**config.mk**
```make
export PLATFORM = sky130hd
export DESIGN_NAME = source_pump_sequencer
export DESIGN_NICKNAME = d
export VERILOG_FILES = /design/src/rtl/source_pump_sequencer.sv
export SDC_FILE = /design/constraint.sdc
export NUM_CORES = 1
export LEC_CHECK = 0
export ABC_AREA = 0
export CAP_MARGIN = 5
export CORE_AREA = 5 5 73 75
export DETAILED_ROUTE_END_ITERATION = 10
export DIE_AREA = 0 0 78 80
export GPL_ROUTABILITY_DRIVEN = 1
export HOLD_SLACK_MARGIN = 0.12
export PLACE_DENSITY_LB_ADDON = 0.08
export SETUP_SLACK_MARGIN = 0.3
export SYNTH_ARGS = -nofsm -noshare
export SYNTH_HDL_FRONTEND = slang
export SYNTH_SLANG_ARGS = --single-unit
```
**constraint.sdc**
```tcl
create_clock -name clk -period 4.2 [get_ports clk]
set_input_delay 0.42 -clock clk [delete_from_list [all_inputs] [get_ports clk]]
set_output_delay 0.42 -clock clk [all_outputs]
set_load 0.05 [all_outputs]
```
**src/rtl/source_pump_sequencer.sv**
```systemverilog
// source_pump_sequencer: meters a requested number of peristaltic strokes into the
// Source inlet using a 3-valve pump. Each request primes, pumps, closes and settles.
// Optional feature macro: PUMP_REVERSE_EN (adds req_dir; reverse phase order, inlet closed).
module source_pump_sequencer #(
    parameter int unsigned PHASE_CYC     = 16,
    parameter int unsigned VOL_W         = 8,
    parameter int unsigned PRIME_STROKES = 2
) (
    input  logic             clk,
    input  logic             rst_n,
    input  logic             req_valid,
    input  logic [VOL_W-1:0] req_vol,
`ifdef PUMP_REVERSE_EN
    input  logic             req_dir,
`endif
    output logic             req_ready,
    input  logic             abort,
    output logic [2:0]       valve,
    output logic             inlet_en,
    output logic             busy,
    output logic             done,
    output logic             aborted,
    output logic [VOL_W-1:0] stroke_cnt
);

    localparam int unsigned TIMER_W   = $clog2(PHASE_CYC + 1);
    localparam int unsigned PRIME_W   = (PRIME_STROKES > 0) ? $clog2(PRIME_STROKES + 1) : 1;
    localparam int unsigned PRIME_MAX = (PRIME_STROKES > 0) ? (PRIME_STROKES - 1) : 0;
    localparam logic [TIMER_W-1:0] TIMER_LAST = TIMER_W'(PHASE_CYC - 1);
    localparam logic [PRIME_W-1:0] PRIME_LAST = PRIME_W'(PRIME_MAX);
    localparam logic [2:0]         PH_FIRST   = 3'd0;
    localparam logic [2:0]         PH_LAST    = 3'd5;
    localparam logic [2:0]         VALVE_SHUT = 3'b111;

    typedef enum logic [2:0] {
        S_IDLE,
        S_PRIME,
        S_PUMP,
        S_HOLD,
        S_DONE
    } state_e;

    state_e             state_q, state_d;
    logic [2:0]         phase_q, phase_d;
    logic [TIMER_W-1:0] timer_q, timer_d;
    logic [PRIME_W-1:0] prime_cnt_q, prime_cnt_d;
    logic [VOL_W-1:0]   vol_q, vol_d;
    logic               dir_q, dir_d;
    logic               aborted_q, aborted_d;
    logic [VOL_W-1:0]   stroke_cnt_q, stroke_cnt_d;
    logic [2:0]         valve_q, valve_d;
    logic               inlet_en_q, inlet_en_d;
    logic               busy_q, busy_d;
    logic               done_q, done_d;
    logic               req_ready_q, req_ready_d;

    logic               req_dir_w;
    logic               accept;
    logic [2:0]         phase_next;
    logic               stroke_end;
    logic [VOL_W-1:0]   stroke_inc;

`ifdef PUMP_REVERSE_EN
    assign req_dir_w = req_dir;
`else
    assign req_dir_w = 1'b0;
`endif

    // Valve closure pattern for each pump phase (1 = closed, bit0 = inlet side).
    function automatic logic [2:0] phase_valve(input logic [2:0] ph);
        logic [2:0] v;
        case (ph)
            3'd0:    v = 3'b110;
            3'd1:    v = 3'b100;
            3'd2:    v = 3'b101;
            3'd3:    v = 3'b001;
            3'd4:    v = 3'b011;
            3'd5:    v = 3'b010;
            default: v = VALVE_SHUT;
        endcase
        return v;
    endfunction

    // Phase stepping and end-of-stroke detection; reverse flow walks P0,P5..P1.
    always_comb begin
        phase_next = PH_FIRST;
        stroke_end = 1'b0;
        if (dir_q) begin
            phase_next = (phase_q == PH_FIRST) ? PH_LAST : (phase_q - 3'd1);
            stroke_end = (timer_q == TIMER_LAST) && (phase_q == 3'd1);
        end else begin
            phase_next = (phase_q == PH_LAST) ? PH_FIRST : (phase_q + 3'd1);
            stroke_end = (timer_q == TIMER_LAST) && (phase_q == PH_LAST);
        end
        stroke_inc = stroke_cnt_q + VOL_W'(1);
        accept     = req_valid && req_ready_q;
    end

    // Next-state and next-output computation.
    always_comb begin
        state_d      = state_q;
        phase_d      = phase_q;
        timer_d      = timer_q;
        prime_cnt_d  = prime_cnt_q;
        vol_d        = vol_q;
        dir_d        = dir_q;
        aborted_d    = aborted_q;
        stroke_cnt_d = stroke_cnt_q;

        case (state_q)
            S_IDLE: begin
                if (accept) begin
                    vol_d        = req_vol;
                    dir_d        = req_dir_w;
                    stroke_cnt_d = '0;
                    aborted_d    = 1'b0;
                    phase_d      = PH_FIRST;
                    timer_d      = '0;
                    prime_cnt_d  = '0;
                    if (PRIME_STROKES > 0) begin
                        state_d = S_PRIME;
                    end else if (req_vol != '0) begin
                        state_d = S_PUMP;
                    end else begin
                        state_d = S_HOLD;
                    end
                end
            end
            S_PRIME, S_PUMP: begin
                if (abort) begin
                    // Partial stroke is dropped; stroke_cnt keeps completed strokes.
                    state_d   = S_HOLD;
                    timer_d   = '0;
                    aborted_d = 1'b1;
                end else if (timer_q != TIMER_LAST) begin
                    timer_d = timer_q + TIMER_W'(1);
                end else begin
                    timer_d = '0;
                    phase_d = phase_next;
                    if (stroke_end) begin
                        if (state_q == S_PRIME) begin
                            if (prime_cnt_q == PRIME_LAST) begin
                                prime_cnt_d = '0;
                                state_d     = (vol_q != '0) ? S_PUMP : S_HOLD;
                            end else begin
                                prime_cnt_d = prime_cnt_q + PRIME_W'(1);
                            end
                        end else begin
                            stroke_cnt_d = stroke_inc;
                            if (stroke_inc == vol_q) begin
                                state_d = S_HOLD;
                            end
                        end
                    end
                end
            end
            S_HOLD: begin
                if (timer_q == TIMER_LAST) begin
                    timer_d = '0;
                    state_d = S_DONE;
                end else begin
                    timer_d = timer_q + TIMER_W'(1);
                end
            end
            S_DONE: begin
                state_d = S_IDLE;
            end
            default: begin
                state_d = S_IDLE;
            end
        endcase

        // Outputs are registered, so derive them from the next state.
        valve_d     = VALVE_SHUT;
        inlet_en_d  = 1'b0;
        if ((state_d == S_PRIME) || (state_d == S_PUMP)) begin
            valve_d    = phase_valve(phase_d);
            inlet_en_d = ~dir_d;
        end
        busy_d      = (state_d != S_IDLE);
        req_ready_d = (state_d == S_IDLE);
        done_d      = (state_d == S_DONE);
    end

    // State and output registers.
    always_ff @(posedge clk or negedge rst_n) begin
        if (!rst_n) begin
            state_q      <= S_IDLE;
            phase_q      <= PH_FIRST;
            timer_q      <= '0;
            prime_cnt_q  <= '0;
            vol_q        <= '0;
            dir_q        <= 1'b0;
            aborted_q    <= 1'b0;
            stroke_cnt_q <= '0;
            valve_q      <= VALVE_SHUT;
            inlet_en_q   <= 1'b0;
            busy_q       <= 1'b0;
            done_q       <= 1'b0;
            req_ready_q  <= 1'b1;
        end else begin
            state_q      <= state_d;
            phase_q      <= phase_d;
            timer_q      <= timer_d;
            prime_cnt_q  <= prime_cnt_d;
            vol_q        <= vol_d;
            dir_q        <= dir_d;
            aborted_q    <= aborted_d;
            stroke_cnt_q <= stroke_cnt_d;
            valve_q      <= valve_d;
            inlet_en_q   <= inlet_en_d;
            busy_q       <= busy_d;
            done_q       <= done_d;
            req_ready_q  <= req_ready_d;
        end
    end

    assign valve      = valve_q;
    assign inlet_en   = inlet_en_q;
    assign busy       = busy_q;
    assign done       = done_q;
    assign aborted    = aborted_q;
    assign stroke_cnt = stroke_cnt_q;
    assign req_ready  = req_ready_q;

endmodule
```
==> flow_summary.yaml, run 1 <==
clock_network:
  htreeDepth: 2
  clock_latency_ns: 0.29
  max-clock-path-buffers: 2
  cts.clk_slew.worst_paths_ns: 0.07
  cts_tree: "built"
  ctsResizeCount: 0
  clock_sink_count: 38
  root_buffer: "clkbuf_8"
  postCtsSetupRepairBufs: 0
  cts_made_buffers: 5
  postCtsHoldBufs: 0
worst_setup_path:
  crit_arrival_ns: 2.56
  r2r-start: "timer_q[0]$_DFFE_PN0P_"
  critPathMaxFanout: 14
  cp-end-kind: "register"
  cp-start-kind: "register"
  worstSetupPathType: "register to register"
  startpoint: "timer_q[0]$_DFFE_PN0P_"
  worst_ep_required_time_ns: 4.40
synthesis:
  post-synth-top-area-cell: "dfrtp_1"
  synthSimpleGateAreaFrac: 0.272
  synth_compound_area_frac: 0.179
  ys_warn_count: 0
  yosys.area_share.adder: 0.0172
  synth_top_family_by_area: "simple AND/OR/NAND/NOR gates"
  synth.area.top_cells: "dfrtp_1, nand2_1, dfstp_2"
  syn_inst: 245
  synth_edf_count: 0
  synth_area_um2: 2190
  ys_seq_area_frac: 0.437
  synth_mux_area_frac: 0.00515
  avgSynthCellArea_um2: 8.93
  synth_xor_area_frac: 0.0520
  ys_types: 56
  syn_nets: 260
  synthArstFlopShare: 1.00
  synth-main-ff-cell: "dfrtp_1"
  synth_top_area_frac: 0.389
  yosys_register_bits: 38
sta:
  relSlewSlack: 0.448
  skew_ns: 0.00831
  rsz0062_at_grt: "false"
  finalMaxSlewViolations: 0
  timing_hold_violations_final: 0
  worst_pin_slew_ns: 0.827
  fin_crit_ns: 2.36
  hold_ws_ns: 0.226
  max_freq_mhz: 423
  final.period_utilization: 0.562
  setup-violations-final: 0
  setup_tns_ns: 0
status:
  outcome: "completed"
route:
  drtIter0Drc: 98
  drc: 0
  vias: 1816
  drtPass1Iterations: 4
  wl_per_cell_um: 15.1
  antenna_left: 0
  viasPerCell: 5.62
  wirelength_um: 4880
placed_design:
  gp_congestion: 0.872
  place_hpwl_um: 3550
  numPortBuffers: 27
global_routing:
  track_usage: 0.170
  overflow: 0
  antenna_found_initial: 0
  grt_max_degree: 39
  grt_pass1_vias: 1740
  grt_pass1_wl_um: 8510
cells_and_area:
  final_cell_mix: "nand2_1, dfrtp_1, clkdlybuf4s50_1"
  diodes: 0
  syn2layout_area_growth_pct: 17.3
  final_common_cell: "nand2_1"
  layout-drive-gt1-share: 0.0892
  fillCellCount: 440
  num-nets-final: 283
pwr:
  swShare: 0.395
  switchingPower_w: 0.000505
  p_clk_frac: 0.200
  internal_power_w: 0.000776
  p_per_area_nw_per_um2: 499
  vdd_ir_drop_max_mv: 0.314
  leakagePower_nw: 1.07
  seqPwrFrac: 0.436
  combPwrFrac: 0.363
floorplan:
  rows: 25
  dieArea_um2: 6240
  fp.dieW_um: 78
  start_util: 0.476
  die_h_um: 80
  num_io_pins: 28
  core_um2: 4600
worst_hold_path:
  min_path_type: "primary input to asynchronous set/reset pin"
flow_run:
  cap_violations: 0
[state kept, by name, summed over array words and instances, names as in the netlist]
name         count
dir_q            1
valve            3
phase_q          3
timer_q          5
aborted          1
vol_q            8
inlet_en         1
state_q          3
req_ready        1
busy             1
stroke_cnt       8
done             1
prime_cnt_q      2
[critical path, stage by stage, from the launching register on]
cell,delay (ns)
dfrtp_1,0.40
ha_1,0.26
nand4b_2,0.29
nor2_1,0.21
nand3_1,0.09
a211o_1,0.50
or2_1,0.32
o31ai_2,0.19
[per-layer routing]
layer | up-vias | track usage | share of wire
met5 | - | 0 | 0
met4 | 0 | 0.0760 | 0.021
met3 | 9 | 0.0305 | 0.042
met2 | 41 | 0.258 | 0.46
met1 | 850 | 0.235 | 0.48
li1 | 916 | - | -
[synthesized netlist by cell type, types with 5 or more instances]
| library cell | count |
|---|---|
| nor2b_1 | 7 |
| a21oi_1 | 11 |
| o21ai_1 | 6 |
| xor2_1 | 5 |
| nand2_1 | 41 |
| nand3_1 | 5 |
| xnor2_1 | 8 |
| nor3_1 | 8 |
| o21ai_0 | 13 |
| clkbuf_1 | 8 |
| a22o_1 | 5 |
| dfrtp_1 | 34 |
| nor2_1 | 14 |
| inv_1 | 8 |
[cell type report]
| class | count | area (um2) | share of cell area |
|---|---|---|---|
| repair buffers | 28 | 273 | 0.106 |
| clock buffers | 8 | 90.1 | 0.0351 |
| well taps | 54 | 67.6 | 0.0263 |
| flip-flops and latches | 38 | 956 | 0.373 |
| inverters | 8 | 30.0 | 0.0117 |
| multi-input cells | 187 | 1150 | 0.448 |
[stage by stage]
step,instance area (um2),utilization,setup WS [ns],cells,power (W)
final,2570,0.558,1.84,323,0.00128
after global routing,2570,0.558,1.58,323,0.00137
after CTS,2570,0.558,1.81,323,0.00130
after detailed placement,2480,0.539,1.81,315,0.00103
after global placement,2480,0.539,1.83,315,0.00102
after floorplan,2190,-,1.89,245,0.000899
[power groups by stage]
| stage | sequential, W | combinational, W | clock (W) |
|---|---|---|---|
| finish | 0.000559 | 0.000465 | 0.000257 |
| global route | 0.000573 | 0.000515 | 0.000287 |
| CTS | 0.000557 | 0.000471 | 0.000268 |
| detailed placement | 0.000564 | 0.000469 | 0 |
| global placement | 0.000563 | 0.000459 | 0 |
| floorplan | 0.000569 | 0.000330 | 0 |
[final timing paths]
check,cells after the start,endpoint,slack [ns]
max,7,stroke_cnt[3]$_DFFE_PN0P_,1.84
min in group clk,1,timer_q[4]$_DFFE_PN0P_,0.51
max in group asynchronous,1,inlet_en$_DFF_PN0_,3.44
max reg2reg,7,stroke_cnt[3]$_DFFE_PN0P_,1.84
min,1,timer_q[3]$_DFFE_PN0P_,0.23
min reg2reg,1,timer_q[4]$_DFFE_PN0P_,0.51
[cells by family after synthesis]
group                      count (synthesis)
AOI/OAI and AO/OA                         60
and+or+nand+nor                          110
DFF                                       38
buffers and inverters                     20
xor gates and xnor gates                  13
muxes                                      1
adders and majority gates                  3
Power figures use the tool's default switching activity.
==> run 2: changes to the inputs <==
==> constraint.sdc (replaced) <==
create_clock -name clk -period 2.5 [get_ports clk]
set_input_delay 0.25 -clock clk [delete_from_list [all_inputs] [get_ports clk]]
set_output_delay 0.25 -clock clk [all_outputs]
set_load 0.05 [all_outputs]
==> flow_summary.yaml, run 2 (synthesized netlist as in run 1, its figures left out) <==
sta:
  worst_pin_slew_ns: 0.818
  timing_hold_violations_final: 0
  setup_tns_ns: 0
  setup-violations-final: 0
  max_freq_mhz: 481
  fin_crit_ns: 2.08
  skew_ns: 0.00648
  relSlewSlack: 0.455
  final.period_utilization: 0.831
  finalMaxSlewViolations: 0
  rsz0062_at_grt: "true"
route:
  drc: 0
  antenna_left: 0
  drtPass1Iterations: 4
  viasPerCell: 5.48
  vias: 1813
  drtIter0Drc: 90
  wl_per_cell_um: 14.5
  wirelength_um: 4780
cells_and_area:
  diodes: 0
  final_common_cell: "nand2_1"
  num-nets-final: 291
  final_cell_mix: "nand2_1, dfrtp_1, clkdlybuf4s50_1"
  syn2layout_area_growth_pct: 21.0
  fin_area_um2: 2650
  layout-drive-gt1-share: 0.141
worst_setup_path:
  startpoint: "state_q[1]$_DFF_PN0_"
  cp-start-kind: "register"
  worst_ep_required_time_ns: 2.71
  critPathMaxFanout: 11
  r2r_cells: 6
  crit_arrival_ns: 2.29
  r2r-start: "state_q[1]$_DFF_PN0_"
  timing.reg2reg.setup_slack_ns: 0.42
  worstSetupPathType: "register to register"
  cp-end-kind: "register"
  crit_end: "valve[2]$_DFF_PN1_"
  r2r-end: "valve[2]$_DFF_PN1_"
placed_design:
  numPortBuffers: 27
  place_hpwl_um: 3550
  dpl-instance-area_um2: 2530
  gp_congestion: 0.978
floorplan:
  num_io_pins: 28
  fp.dieW_um: 78
  start_util: 0.476
  dieArea_um2: 6240
  rows: 25
  core_um2: 4600
  die_h_um: 80
global_routing:
  track_usage: 0.161
  grt_pass1_vias: 1645
  grt_max_degree: 39
  antenna_found_initial: 0
  overflow: 0
  grt_pass1_wl_um: 8050
pwr:
  finalPower_w: 0.00216
  leakagePower_nw: 1.10
  p_per_area_nw_per_um2: 814
  vdd_ir_drop_max_mv: 0.552
clock_network:
  cts_made_buffers: 5
  cts.clk_slew.worst_paths_ns: 0.07
  root_buffer: "clkbuf_8"
  postCtsSetupRepairBufs: 0
  clock_latency_ns: 0.29
  clock_sink_count: 38
  max-clock-path-buffers: 2
  htreeDepth: 2
  cts_tree: "built"
status:
  outcome: "completed"
flow_run:
  cap_violations: 0
worst_hold_path:
  min_path_type: "primary input to register"
-- run 2: worst min path at each step --
stage                     from                endpoint  slack [ns]  cells past startpoint
floorplan                rst_n     aborted$_DFFE_PN0P_       -0.05                      0
finish              req_vol[1]    vol_q[1]$_DFFE_PN0P_        0.48                      3
detailed placement       rst_n  timer_q[4]$_DFFE_PN0P_        0.40                      1
global route        req_vol[5]    vol_q[5]$_DFFE_PN0P_        0.48                      3
CTS                 req_vol[4]    vol_q[4]$_DFFE_PN0P_        0.48                      3
global placement         rst_n  timer_q[4]$_DFFE_PN0P_        0.40                      1
-- run 2: critical path, stage by stage (launching register included) --
cell and delay (ns):
dfrtp_1 0.58, xor2_1 0.32, nor4b_4 0.38, nor2_1 0.15
a22oi_2 0.31, nor3_1 0.10, o22ai_1 0.16
-- run 2: layout make-up --
class | count | area [um2]
sequential | 38 | 958
timing repair buffer | 36 | 335
tap | 54 | 67.6
multi-input combinational | 187 | 1180
clock buffer | 8 | 80.1
fill | 443 | 1950
inverter | 8 | 30.0
-- run 2: timing repair --
action                     CTS  global route
hold buffers                 1             0
hold endpoints to repair    34             0
gates resized for setup      0             7
setup endpoints to repair    0             9
-- run 2: metal layers --
metal,part of all wire,wire length [um],GRT usage
met4,0.015,73,0.0591
met2,0.43,2060,0.236
met3,0.040,192,0.0350
met5,0,0,0
met1,0.51,2460,0.232
-- run 2: power breakdown --
group / leakage, nW / switching (W) / internal (W) / total (W)
registers: 0.474 / 0.000150 / 0.000752 / 0.000902
clock network: 0.0395 / 0.000207 / 0.000198 / 0.000405
logic: 0.585 / 0.000492 / 0.000357 / 0.000849
-- run 2: per-stage QoR --
| stage | setup WS [ns] | hold slack (ns) | std cells | utilization |
|---|---|---|---|---|
| 2_1_floorplan | 0.315 | -0.0456 | 245 | - |
| 3_3_place_gp | 0.397 | 0.400 | 322 | 0.550 |
| 3_5_place_dp | 0.334 | 0.397 | 322 | 0.550 |
| 4_1_cts | 0.368 | 0.478 | 331 | 0.570 |
| 5_1_grt | 0.271 | 0.483 | 331 | 0.576 |
| 6_report | 0.422 | 0.482 | 331 | 0.576 |
